--- config.mk ---
export PLATFORM = sky130hd
export DESIGN_NAME = i2c_txn_sequencer_flat
export DESIGN_NICKNAME = d
export VERILOG_FILES = /design/src/rtl/i2c_pkg.sv /design/src/rtl/i2c_txn_sequencer_if.sv /design/src/rtl/i2c_byte_fifo.sv /design/src/rtl/i2c_txn_sequencer.sv /design/src/flat_wrapper.sv
export SDC_FILE = /design/constraint.sdc
export NUM_CORES = 1
export LEC_CHECK = 0
export ABC_AREA = 1
export ABC_CLOCK_PERIOD_IN_PS = 3900
export BUFFER_PORTS_ARGS = -buffer_cell sky130_fd_sc_hd__buf_2
export CORE_ASPECT_RATIO = 1.2
export CORE_MARGIN = 2
export CORE_UTILIZATION = 40
export CTS_CLUSTER_SIZE = 16
export DETAILED_ROUTE_END_ITERATION = 8
export HOLD_SLACK_MARGIN = 0.08
export PLACE_DENSITY = 0.66
export SLEW_MARGIN = 15
export SYNTH_ARGS = -nofsm -noshare
export SYNTH_HDL_FRONTEND = slang
export SYNTH_SLANG_ARGS = --single-unit
--- constraint.sdc ---
create_clock -name clk -period 3.9 [get_ports clk]
set_clock_uncertainty 0.1 [all_clocks]
set_input_delay 1.17 -clock clk [delete_from_list [all_inputs] [get_ports clk]]
set_output_delay 1.17 -clock clk [all_outputs]
set_load 0.01 [all_outputs]
--- src/rtl/i2c_pkg.sv ---
// i2c_pkg: shared state encoding and field widths for the I2C transaction sequencer
package i2c_pkg;
   localparam int I2C_ADDR_W = 7;
   localparam int I2C_LEN_W = 5;
   typedef enum logic [2:0] {
      IDLE  = 3'd0,
      WAIT  = 3'd1,
      START = 3'd2,
      RUN   = 3'd3,
      FLUSH = 3'd4
   } state_t;
endpackage

--- src/rtl/i2c_txn_sequencer_if.sv ---
// i2c_txn_sequencer_if: host command/data channels plus the I2C master-core control signals
interface i2c_txn_sequencer_if;
   import i2c_pkg::*;
   logic                  cmd_valid, cmd_ready, cmd_rw;
   logic [I2C_ADDR_W-1:0] cmd_addr;
   logic [I2C_LEN_W-1:0]  cmd_len;
   logic                  wr_valid, wr_ready;
   logic [7:0]            wr_data;
   logic                  rd_valid, rd_ready;
   logic [7:0]            rd_data;
   logic                  busy, err;
   logic                  m_ena, m_rw;
   logic [I2C_ADDR_W-1:0] m_address;
   logic [I2C_LEN_W-1:0]  m_n_byte;
   logic [7:0]            m_data_in, m_data_out;
   logic                  m_byte_req, m_valid, m_done;
   modport slave (
      input  cmd_valid, cmd_rw, cmd_addr, cmd_len, wr_valid, wr_data, rd_ready,
             m_byte_req, m_valid, m_data_out, m_done,
      output cmd_ready, wr_ready, rd_valid, rd_data, busy, err,
             m_ena, m_rw, m_address, m_n_byte, m_data_in
   );
   modport master (
      output cmd_valid, cmd_rw, cmd_addr, cmd_len, wr_valid, wr_data, rd_ready,
             m_byte_req, m_valid, m_data_out, m_done,
      input  cmd_ready, wr_ready, rd_valid, rd_data, busy, err,
             m_ena, m_rw, m_address, m_n_byte, m_data_in
   );
endinterface

--- src/rtl/i2c_byte_fifo.sv ---
// i2c_byte_fifo: byte FIFO with combinational head; push+pop together is always legal
module i2c_byte_fifo #(
   parameter int DEPTH = 16,
   parameter int AW = 4
) (
   input  logic          clk,
   input  logic          rst_n,
   input  logic          push,
   input  logic          pop,
   input  logic [7:0]    din,
   output logic [7:0]    dout,
   output logic          full,
   output logic          empty,
   output logic [AW:0]   count
);
   logic [7:0]    mem [DEPTH];
   logic [AW-1:0] wp, rp;
   logic          do_push, do_pop;
   assign full = count == (AW+1)'(DEPTH);
   assign empty = count == '0;
   assign do_push = push & (~full | pop);
   assign do_pop = pop & (~empty | push);
   assign dout = mem[rp];
   always_ff @(posedge clk) begin
      if (!rst_n) begin
         wp <= '0;
         rp <= '0;
         count <= '0;
      end else begin
         if (do_push) wp <= wp + 1'b1;
         if (do_pop) rp <= rp + 1'b1;
         count <= count + (AW+1)'(do_push) - (AW+1)'(do_pop);
      end
   end
   always_ff @(posedge clk)
      if (do_push) mem[wp] <= din;
endmodule

--- src/rtl/i2c_txn_sequencer.sv ---
// i2c_txn_sequencer: queues host commands and bytes, sequences one I2C master transaction at a time
module i2c_txn_sequencer import i2c_pkg::*; #(
   parameter int DEPTH = 16,
   parameter int AW = 4
) (
   input logic clk,
   input logic rst_n,
   i2c_txn_sequencer_if.slave bus
);
   state_t               state, state_nx;
   logic [I2C_LEN_W-1:0] bytes_left, bl_nx;
   logic [AW:0]          wcount, rcount;
   logic                 wfull, wempty, rfull, rempty;
   logic                 cmd_acc, in_run, wr_ev, rd_ev, fl_ev, stray;
   logic                 wpush, wpop, rpush, rpop, fifo_ok, set_err;
   assign cmd_acc = bus.cmd_valid & bus.cmd_ready;
   assign in_run = state == RUN;
   assign wr_ev = in_run & ~bus.m_rw & bus.m_byte_req & (bytes_left != '0);
   assign rd_ev = in_run & bus.m_rw & bus.m_valid & (bytes_left != '0);
   assign fl_ev = (state == FLUSH) & (bytes_left != '0);
   assign stray = (bus.m_byte_req | bus.m_valid) & (~in_run | (bytes_left == '0));
   assign wpush = bus.wr_valid & ~wfull;
   assign wpop = wr_ev | fl_ev;
   assign rpush = rd_ev;
   assign rpop = bus.rd_ready & ~rempty;
   assign bl_nx = bytes_left - I2C_LEN_W'(wpop | rpush);
   // Only launch once the whole transfer fits, so the master never starves or overflows
   assign fifo_ok = bus.m_rw ? (DEPTH - int'(rcount) >= int'(bytes_left))
                             : (int'(wcount) >= int'(bytes_left));
   assign set_err = stray | (wpop & wempty & ~wpush) | (rpush & rfull & ~rpop)
                  | (in_run & bus.m_done & (bl_nx != '0));
   assign bus.cmd_ready = state == IDLE;
   assign bus.busy = state != IDLE;
   assign bus.m_ena = (state == START) | in_run;
   assign bus.wr_ready = ~wfull;
   assign bus.rd_valid = ~rempty;
   always_comb begin
      state_nx = state;
      case (state)
         IDLE:    state_nx = (cmd_acc && bus.cmd_len != '0) ? WAIT : IDLE;
         WAIT:    state_nx = fifo_ok ? START : WAIT;
         START:   state_nx = RUN;
         RUN:     state_nx = !bus.m_done ? RUN : (bl_nx == '0 || bus.m_rw) ? IDLE : FLUSH;
         FLUSH:   state_nx = (bytes_left <= I2C_LEN_W'(1)) ? IDLE : FLUSH;
         default: state_nx = IDLE;
      endcase
   end
   always_ff @(posedge clk) begin
      if (!rst_n) begin
         state <= IDLE;
         bytes_left <= '0;
         bus.m_rw <= 1'b0;
         bus.m_address <= '0;
         bus.m_n_byte <= '0;
         bus.err <= 1'b0;
      end else begin
         state <= state_nx;
         bytes_left <= cmd_acc ? bus.cmd_len : bl_nx;
         bus.err <= cmd_acc ? (bus.cmd_len == '0) : (bus.err | set_err);
         if (cmd_acc) begin
            bus.m_rw <= bus.cmd_rw;
            bus.m_address <= bus.cmd_addr;
            bus.m_n_byte <= bus.cmd_len;
         end
      end
   end
   i2c_byte_fifo #(.DEPTH(DEPTH), .AW(AW)) u_wfifo (
      .clk(clk), .rst_n(rst_n), .push(wpush), .pop(wpop), .din(bus.wr_data),
      .dout(bus.m_data_in), .full(wfull), .empty(wempty), .count(wcount)
   );
   i2c_byte_fifo #(.DEPTH(DEPTH), .AW(AW)) u_rfifo (
      .clk(clk), .rst_n(rst_n), .push(rpush), .pop(rpop), .din(bus.m_data_out),
      .dout(bus.rd_data), .full(rfull), .empty(rempty), .count(rcount)
   );
endmodule

--- src/flat_wrapper.sv ---
// flat-port wrapper written by rule: the top's interface ports become plain ports
module i2c_txn_sequencer_flat import i2c_pkg::*;
#(
   parameter int DEPTH = 16,
   parameter int AW = 4
)
  (clk, rst_n, bus_cmd_valid, bus_cmd_rw, bus_cmd_addr, bus_cmd_len, bus_wr_valid, bus_wr_data, bus_rd_ready, bus_m_byte_req, bus_m_valid, bus_m_data_out, bus_m_done, bus_cmd_ready, bus_wr_ready, bus_rd_valid, bus_rd_data, bus_busy, bus_err, bus_m_ena, bus_m_rw, bus_m_address, bus_m_n_byte, bus_m_data_in);
  i2c_txn_sequencer_if bus_i ();
  input logic clk;
  input logic rst_n;
  input wire logic [$bits(bus_i.cmd_valid)-1:0] bus_cmd_valid;
  input wire logic [$bits(bus_i.cmd_rw)-1:0] bus_cmd_rw;
  input wire logic [$bits(bus_i.cmd_addr)-1:0] bus_cmd_addr;
  input wire logic [$bits(bus_i.cmd_len)-1:0] bus_cmd_len;
  input wire logic [$bits(bus_i.wr_valid)-1:0] bus_wr_valid;
  input wire logic [$bits(bus_i.wr_data)-1:0] bus_wr_data;
  input wire logic [$bits(bus_i.rd_ready)-1:0] bus_rd_ready;
  input wire logic [$bits(bus_i.m_byte_req)-1:0] bus_m_byte_req;
  input wire logic [$bits(bus_i.m_valid)-1:0] bus_m_valid;
  input wire logic [$bits(bus_i.m_data_out)-1:0] bus_m_data_out;
  input wire logic [$bits(bus_i.m_done)-1:0] bus_m_done;
  output wire logic [$bits(bus_i.cmd_ready)-1:0] bus_cmd_ready;
  output wire logic [$bits(bus_i.wr_ready)-1:0] bus_wr_ready;
  output wire logic [$bits(bus_i.rd_valid)-1:0] bus_rd_valid;
  output wire logic [$bits(bus_i.rd_data)-1:0] bus_rd_data;
  output wire logic [$bits(bus_i.busy)-1:0] bus_busy;
  output wire logic [$bits(bus_i.err)-1:0] bus_err;
  output wire logic [$bits(bus_i.m_ena)-1:0] bus_m_ena;
  output wire logic [$bits(bus_i.m_rw)-1:0] bus_m_rw;
  output wire logic [$bits(bus_i.m_address)-1:0] bus_m_address;
  output wire logic [$bits(bus_i.m_n_byte)-1:0] bus_m_n_byte;
  output wire logic [$bits(bus_i.m_data_in)-1:0] bus_m_data_in;
  assign bus_i.cmd_valid = bus_cmd_valid;
  assign bus_i.cmd_rw = bus_cmd_rw;
  assign bus_i.cmd_addr = bus_cmd_addr;
  assign bus_i.cmd_len = bus_cmd_len;
  assign bus_i.wr_valid = bus_wr_valid;
  assign bus_i.wr_data = bus_wr_data;
  assign bus_i.rd_ready = bus_rd_ready;
  assign bus_i.m_byte_req = bus_m_byte_req;
  assign bus_i.m_valid = bus_m_valid;
  assign bus_i.m_data_out = bus_m_data_out;
  assign bus_i.m_done = bus_m_done;
  assign bus_cmd_ready = bus_i.cmd_ready;
  assign bus_wr_ready = bus_i.wr_ready;
  assign bus_rd_valid = bus_i.rd_valid;
  assign bus_rd_data = bus_i.rd_data;
  assign bus_busy = bus_i.busy;
  assign bus_err = bus_i.err;
  assign bus_m_ena = bus_i.m_ena;
  assign bus_m_rw = bus_i.m_rw;
  assign bus_m_address = bus_i.m_address;
  assign bus_m_n_byte = bus_i.m_n_byte;
  assign bus_m_data_in = bus_i.m_data_in;
  i2c_txn_sequencer #(.DEPTH(DEPTH), .AW(AW)) u_core (.clk(clk), .rst_n(rst_n), .bus(bus_i));
endmodule
# --- Yosys cells after proc, flatten, opt, wreduce, memory -nomap -nowiden ---
# Memory sizes are Yosys's and may differ from the RTL's. A register that Yosys moved wholly into a read port is not among the register bits.
# Cells that the tools add are included.
classes:
  n_bitwise: 42
  reduce_logical: 12
  n_eq_ne: 6
  n_mux: 17
  n_lt_le_gt_ge: 3
  n_addsub: 10
ops:
  columns: ["operator", "count"]
  rows:
  - ["$ge 32x6->1", 1]
  - ["$logic_not 5->1", 5]
  - ["$and 1x1->1", 21]
  - ["$add 4x1->4 const B", 4]
  - ["$mux 4", 4]
  - ["$pmux 3 s5", 1]
  - ["$reduce_bool 5->1", 3]
  - ["$or 1x1->1", 13]
  - ["$add 5x1->5", 2]
  - ["$eq 5x5->1 const B", 2]
  - ["$sub 5x1->5", 2]
  - ["$mux 3", 3]
  - ["$not 1->1", 8]
  - ["$mux 1", 7]
  - ["$eq 3x2->1 const B", 2]
  - ["$sub 5x5->6 const A", 1]
  - ["$ge 5x5->1", 1]
  - ["$le 5x1->1 const B", 1]
  - ["$mux 5", 1]
  - ["$sub 5x5->5", 1]
  - ["$eq 3x1->1 const B", 1]
  - ["$eq 3x3->1 const B", 1]
  - ["$logic_not 3->1", 1]
  - ["$reduce_bool 3->1", 1]
  - ["3 further kinds", 3]
word_totals:
  ram_bits: 256
  elab_cells: 104
  n_memories: 2
  ff_bits: 48
mem_list:
  columns: ["memory", "depth", "width", "rd", "rd_ports_with_merged_regs", "wr", "line_no", "rtl"]
  rows:
  - ["u_core.u_rfifo.mem", 16, 8, 1, 1, 1, "i2c_byte_fifo.sv:16", "logic [7:0] mem [DEPTH];"]
  - ["u_core.u_wfifo.mem", 16, 8, 1, 1, 1, "i2c_byte_fifo.sv:16", null]

# --- Logic depth before layout (Yosys ltp) ---
logic_depth:
  word_depth: 12
  ltp_mapped: 18
  mapped_depth_nobuf: 18

# --- Modules after synthesis ---
# From an unflattened synthesis, not the netlist that was laid out.
hier_totals:
  hier_cells: 1512
  hier_area_um2: 14410.1
modules_own_cells:
  columns: ["mod", "area_per_inst_um2", "cells_each", "seq_area_each_um2", "n_inst"]
  rows:
  - ["i2c_byte_fifo at u_core.u_rfifo", 6515.0, 658, 4184.0, 1]
  - ["i2c_byte_fifo at u_core.u_wfifo", 6488.7, 657, 4184.0, 1]
  - ["i2c_txn_sequencer", 1406.3, 197, 440.4, 1]

# --- Worst setup path after synthesis ---
# No wires, ideal clock.
synth_path:
  path_type: "input-to-reg"
  startpoint: "input bus_wr_valid"
  endpoint: "register u_core.u_wfifo.count[4]"
  slack_ns: 0.770
  cell_stages: 10
  t_required_ns: 3.730
  path_buffers: 0
  t_arrival_ns: 2.961
  path_cell_list: "nor3_1 -> nor2_4 -> ha_1 -> inv_1 -> ha_1 -> inv_1 -> fa_1 -> o31ai_1 -> o21ai_0 -> a21oi_1"
synth_between:
  elab_chain_len: 4
  elab_cells_between_ends: 6
  classes_between: "add/sub: 2; bitwise: 4"
synth_lines:
  columns: ["element", "line_no", "rtl"]
  rows:
  - ["start: declaration", "flat_wrapper.sv:15", "input wire logic [$bits(bus_i.wr_valid)-1:0] bus_wr_valid;"]
  - ["$and 1x1->1", "i2c_txn_sequencer.sv:22", "assign wpush = bus.wr_valid & ~wfull;"]
  - ["$or 1x1->1", "i2c_byte_fifo.sv:22", "assign do_pop = pop & (~empty | push);"]
  - ["$and 1x1->1", "i2c_byte_fifo.sv:22", null]
  - ["via u_core.u_wfifo.do_pop", "i2c_byte_fifo.sv:18", "logic do_push, do_pop;"]
  - ["$sub 5x1->5", "i2c_byte_fifo.sv:32", "count <= count + (AW+1)'(do_push) - (AW+1)'(do_pop);"]
  - ["end signal: assignment", "i2c_byte_fifo.sv:32", null]
  - ["end: declaration", "i2c_byte_fifo.sv:14", "output logic [AW:0] count"]
# The timed path passes the listed nets, and every way through them passes these cells.
# A chain may end at the register's enable or synchronous reset.

==> results.py <==
metrics = {
    "power_and_ir_drop": {
        "power.combinational.fraction_pct": 20.1,
        "worst_ir_drop_vdd_v": 0.0004370,
        "power.density_nw_per_um2": 567.8,
        "power.static_leakage_nw": 5.343,
        "p_int_mw": 6.073,
        "sequential_fraction_of_design_power_pct": 45.1,
        "power.clock.fraction_pct": 34.8,
        "power.share.switching_pct": 28.87,
        "netSwitchingPower_mw": 2.464,
    },
    "timing": {
        "timing.final.ws_setup_ns": 0.2878,
        "timing.final.hold_violations": 0,
        "timing.final.crit_share_pct": 92.62,
        "setup-violations-final": 0,
        "finalWorstPathRequiredPeriod_ns": 3.612,
        "maxSlewViolCount": 0,
        "max_slew.worst_pin.slew_ns": 0.8329,
        "grt_setup_unrepaired": "false",
        "timing.fmax_ghz": 0.2768,
        "timing.slew.headroom_pct": 44.27,
        "final.setup.tns_ns": 0,
    },
    "critical_path": {
        "regToRegEndpoint": "u_core.u_rfifo.count[4]",
        "crit_path_start_kind": "flop",
        "end_kind": "primary output",
        "timing.critical_path.fanout_max": 25,
        "critical_path_arrival_ns": 2.34,
        "cp_class": "flop to primary output",
        "r2r-start": "u_core.u_rfifo.count[1]",
        "worst_ep_required_time_ns": 2.63,
        "r2r_setup_slack_ns": 0.74,
        "reg2reg_depth": 18,
    },
    "synthesis": {
        "netlist_top_cells_area": "sky130_fd_sc_hd__edfxtp_1, sky130_fd_sc_hd__dfxtp_1, sky130_fd_sc_hd__o21ai_0, sky130_fd_sc_hd__ha_1, sky130_fd_sc_hd__nor2_1",
        "synth-warning-count": 0,
        "portion_of_the_post_synthesis_area_used_by_sequential_elements_pct": 66.79,
        "syn-num-nets": 1194,
        "avgSynthCellArea_um2": 11.82,
        "netlist.top_cell.by_area": "sky130_fd_sc_hd__edfxtp_1",
        "synth.top_cell.area_share_pct": 58.29,
        "netlist_area_pre_place_um2": 13190,
        "netlist-cell-type-count": 40,
        "cell_count_after_synthesis": 1116,
        "post_synth_edffs": 256,
        "postSynth.asyncResetShare_pct": 0,
        "synthFlopType": "sky130_fd_sc_hd__edfxtp_1",
        "postSynthRegisterBits": 312,
    },
    "clocking": {
        "numCtsBuffers": 34,
        "tritoncts_num_sinks": 312,
        "clock_tree.htree_level_count": 2,
        "post-cts-setup-buffers": 0,
        "total_of_cells_resized_after_clock_tree_synthesis": 0,
        "cts_root_buffer": "sky130_fd_sc_hd__clkbuf_16",
        "cts.clk_slew.worst_paths_ns": 0.05,
        "postCtsHoldBufs": 0,
        "worst_skew_pair.late_latency_ns": 0.50,
        "max-clock-path-buffers": 3,
        "tritoncts_clock_tree": "built",
    },
    "min_path": {
        "timing.hold.worst.class": "flop to flop",
        "min_path_cells": 2,
        "worstHoldEndpoint": "u_core.bus.m_n_byte[4]",
        "timing.hold.worst.start": "u_core.bus.m_n_byte[4]",
    },
    "final_layout": {
        "layout.cells.most_common": "sky130_fd_sc_hd__edfxtp_1",
        "antennaDiodeCount": 0,
        "post_route_cells_drive_above_1_share_pct": 14.16,
        "area_delta_synth_final_pct": 14.00,
        "most-common-layout-cells": "sky130_fd_sc_hd__edfxtp_1, sky130_fd_sc_hd__o21ai_0, sky130_fd_sc_hd__nor2_1, sky130_fd_sc_hd__nand2_1, sky130_fd_sc_hd__inv_1",
        "layout.nets": 1275,
    },
    "floorplanning": {
        "initial_utilization_pct": 40.78,
        "placement_rows": 72,
        "floorplan.die.width_um": 169.8,
        "core_area_um2": 32340,
        "floorplan.io_pins": 72,
        "die_area_um2": 34450,
        "die_y_um": 202.9,
    },
    "grt": {
        "grt_start_max_net_pins": 65,
        "globalRouteOverflowTotal": 0,
        "grt_pass1_vias": 8426,
        "global_route_wire_length_before_repair_mm": 44.52,
        "grtUsageTotal_pct": 16.43,
        "grt_antenna_before_repair": 0,
    },
    "route": {
        "number_of_vias_after_detailed_routing": 8473,
        "viasPerCell": 5.201,
        "wl_per_cell_um": 17.24,
        "drc_violations_left": 0,
        "dr.pass1.iters": 5,
        "drt_first_iter_violations": 621,
        "postRouteAntennaNets": 0,
        "drt_wl_total_mm": 28.08,
    },
    "placed_design": {
        "dp_slack_ns": 0.4630,
        "buffer_ports.inserted": 71,
        "dp.final_hpwl_mm": 18.28,
        "routabilityCongestion": 0.8076,
    },
    "outcome": {
        "result_of_the_run": "completed",
    },
    "run": {
        "timing.max_cap.violations": 0,
    },
}
flip-flops by register name, summed over array words and instances (netlist names), named ones only:
signal / flops
u_core.u_rfifo.mem: 128
u_core.u_wfifo.mem: 128
u_core.bus.m_address: 7
u_core.bus.m_n_byte: 5
u_core.bytes_left: 5
u_core.u_rfifo.count: 5
u_core.u_wfifo.count: 5
u_core.u_rfifo.rp: 4
u_core.u_rfifo.wp: 4
u_core.u_wfifo.rp: 4
u_core.u_wfifo.wp: 4
u_core.state: 3
u_core.bus.err: 1
u_core.bus.m_rw: 1
final cells by class:
type                    count  area, µm²
flip-flops and latches    312       8813
repair buffers             95      548.0
clock inverters            19      141.4
inverters                 111      421.7
multi-input cells         643       3701
fillers                  2891      17310
clock buffers              42      900.9
well taps                 407      509.2
Yosys cell counts (8+ instances only):
| library cell | number |
|---|---|
| sky130_fd_sc_hd__o22ai_1 | 8 |
| sky130_fd_sc_hd__edfxtp_1 | 256 |
| sky130_fd_sc_hd__dfxtp_1 | 56 |
| sky130_fd_sc_hd__nand3_1 | 36 |
| sky130_fd_sc_hd__o21ai_0 | 122 |
| sky130_fd_sc_hd__inv_1 | 101 |
| sky130_fd_sc_hd__inv_2 | 8 |
| sky130_fd_sc_hd__buf_2 | 15 |
| sky130_fd_sc_hd__o221ai_1 | 24 |
| sky130_fd_sc_hd__clkbuf_1 | 24 |
| sky130_fd_sc_hd__o211ai_1 | 40 |
| sky130_fd_sc_hd__nor2_1 | 121 |
| sky130_fd_sc_hd__ha_1 | 39 |
| sky130_fd_sc_hd__a21oi_1 | 82 |
| sky130_fd_sc_hd__mux2i_1 | 26 |
| sky130_fd_sc_hd__nand2_1 | 107 |
logic make-up after synthesis:
group | after synthesis | synth area share, %
xor gates and xnor gates | 7 | 0.4649
DFF | 312 | 66.79
and+or+nand+nor | 288 | 9.335
AOI/OAI and AO/OA | 281 | 12.29
adders and majority gates | 41 | 4.003
buffers and inverters | 161 | 5.151
muxes | 26 | 1.973
layer usage:
metal	global-route usage [%]	vias up	share of wire [%]
met3	2.515	52	4.3
met1	20.51	4076	43
met5	0	-	0
li1	-	4146	-
met4	5.647	0	2.8
met2	29.01	199	50
critical path, stage by stage, from the launching register on:
cell and delay (ns):
sky130_fd_sc_hd__dfxtp_1 0.31, sky130_fd_sc_hd__inv_1 0.57, sky130_fd_sc_hd__buf_4 0.26, sky130_fd_sc_hd__o21ai_0 0.08, sky130_fd_sc_hd__o221ai_1 0.22, sky130_fd_sc_hd__nand3_1 0.13
sky130_fd_sc_hd__nand2_1 0.12, sky130_fd_sc_hd__buf_2 0.14
power by group through the flow:
stage	clock network [mW]	registers (mW)	logic, mW
6_report	2.97	3.85	1.71
5_1_grt	3.18	3.87	1.99
4_1_cts	3.05	3.85	1.74
3_5_place_dp	0	3.92	1.74
3_3_place_gp	0	3.92	1.69
2_1_floorplan	0	3.91	1.22
per-stage QoR:
stage | area (µm²) | total power, mW | utilization (%) | hold slack [ns] | instances
finish | 15040 | 8.537 | 46.49 | 0.3609 | 1629
global route | 15040 | 9.030 | 46.49 | 0.3892 | 1629
CTS | 15040 | 8.641 | 46.49 | 0.3661 | 1629
detailed placement | 13990 | 5.659 | 43.27 | 0.3566 | 1568
global placement | 13990 | 5.603 | 43.27 | 0.3521 | 1568
floorplan | 13190 | 5.130 | - | 0.3468 | 1116
how the worst max path moves through the flow:
| stage | from | endpoint | depth (start not counted) |
|---|---|---|---|
| final | flop | bus_rd_data[5] | 7 |
| after global routing | flop | bus_rd_data[5] | 7 |
| after CTS | flop | bus_rd_data[5] | 7 |
| after detailed placement | bus_wr_valid | u_core.u_wfifo.count[4] | 11 |
| after global placement | bus_m_valid | u_core.u_rfifo.count[4] | 13 |
| after floorplan | bus_wr_valid | u_core.u_wfifo.count[4] | 10 |
Power figures use the tool's default switching activity.
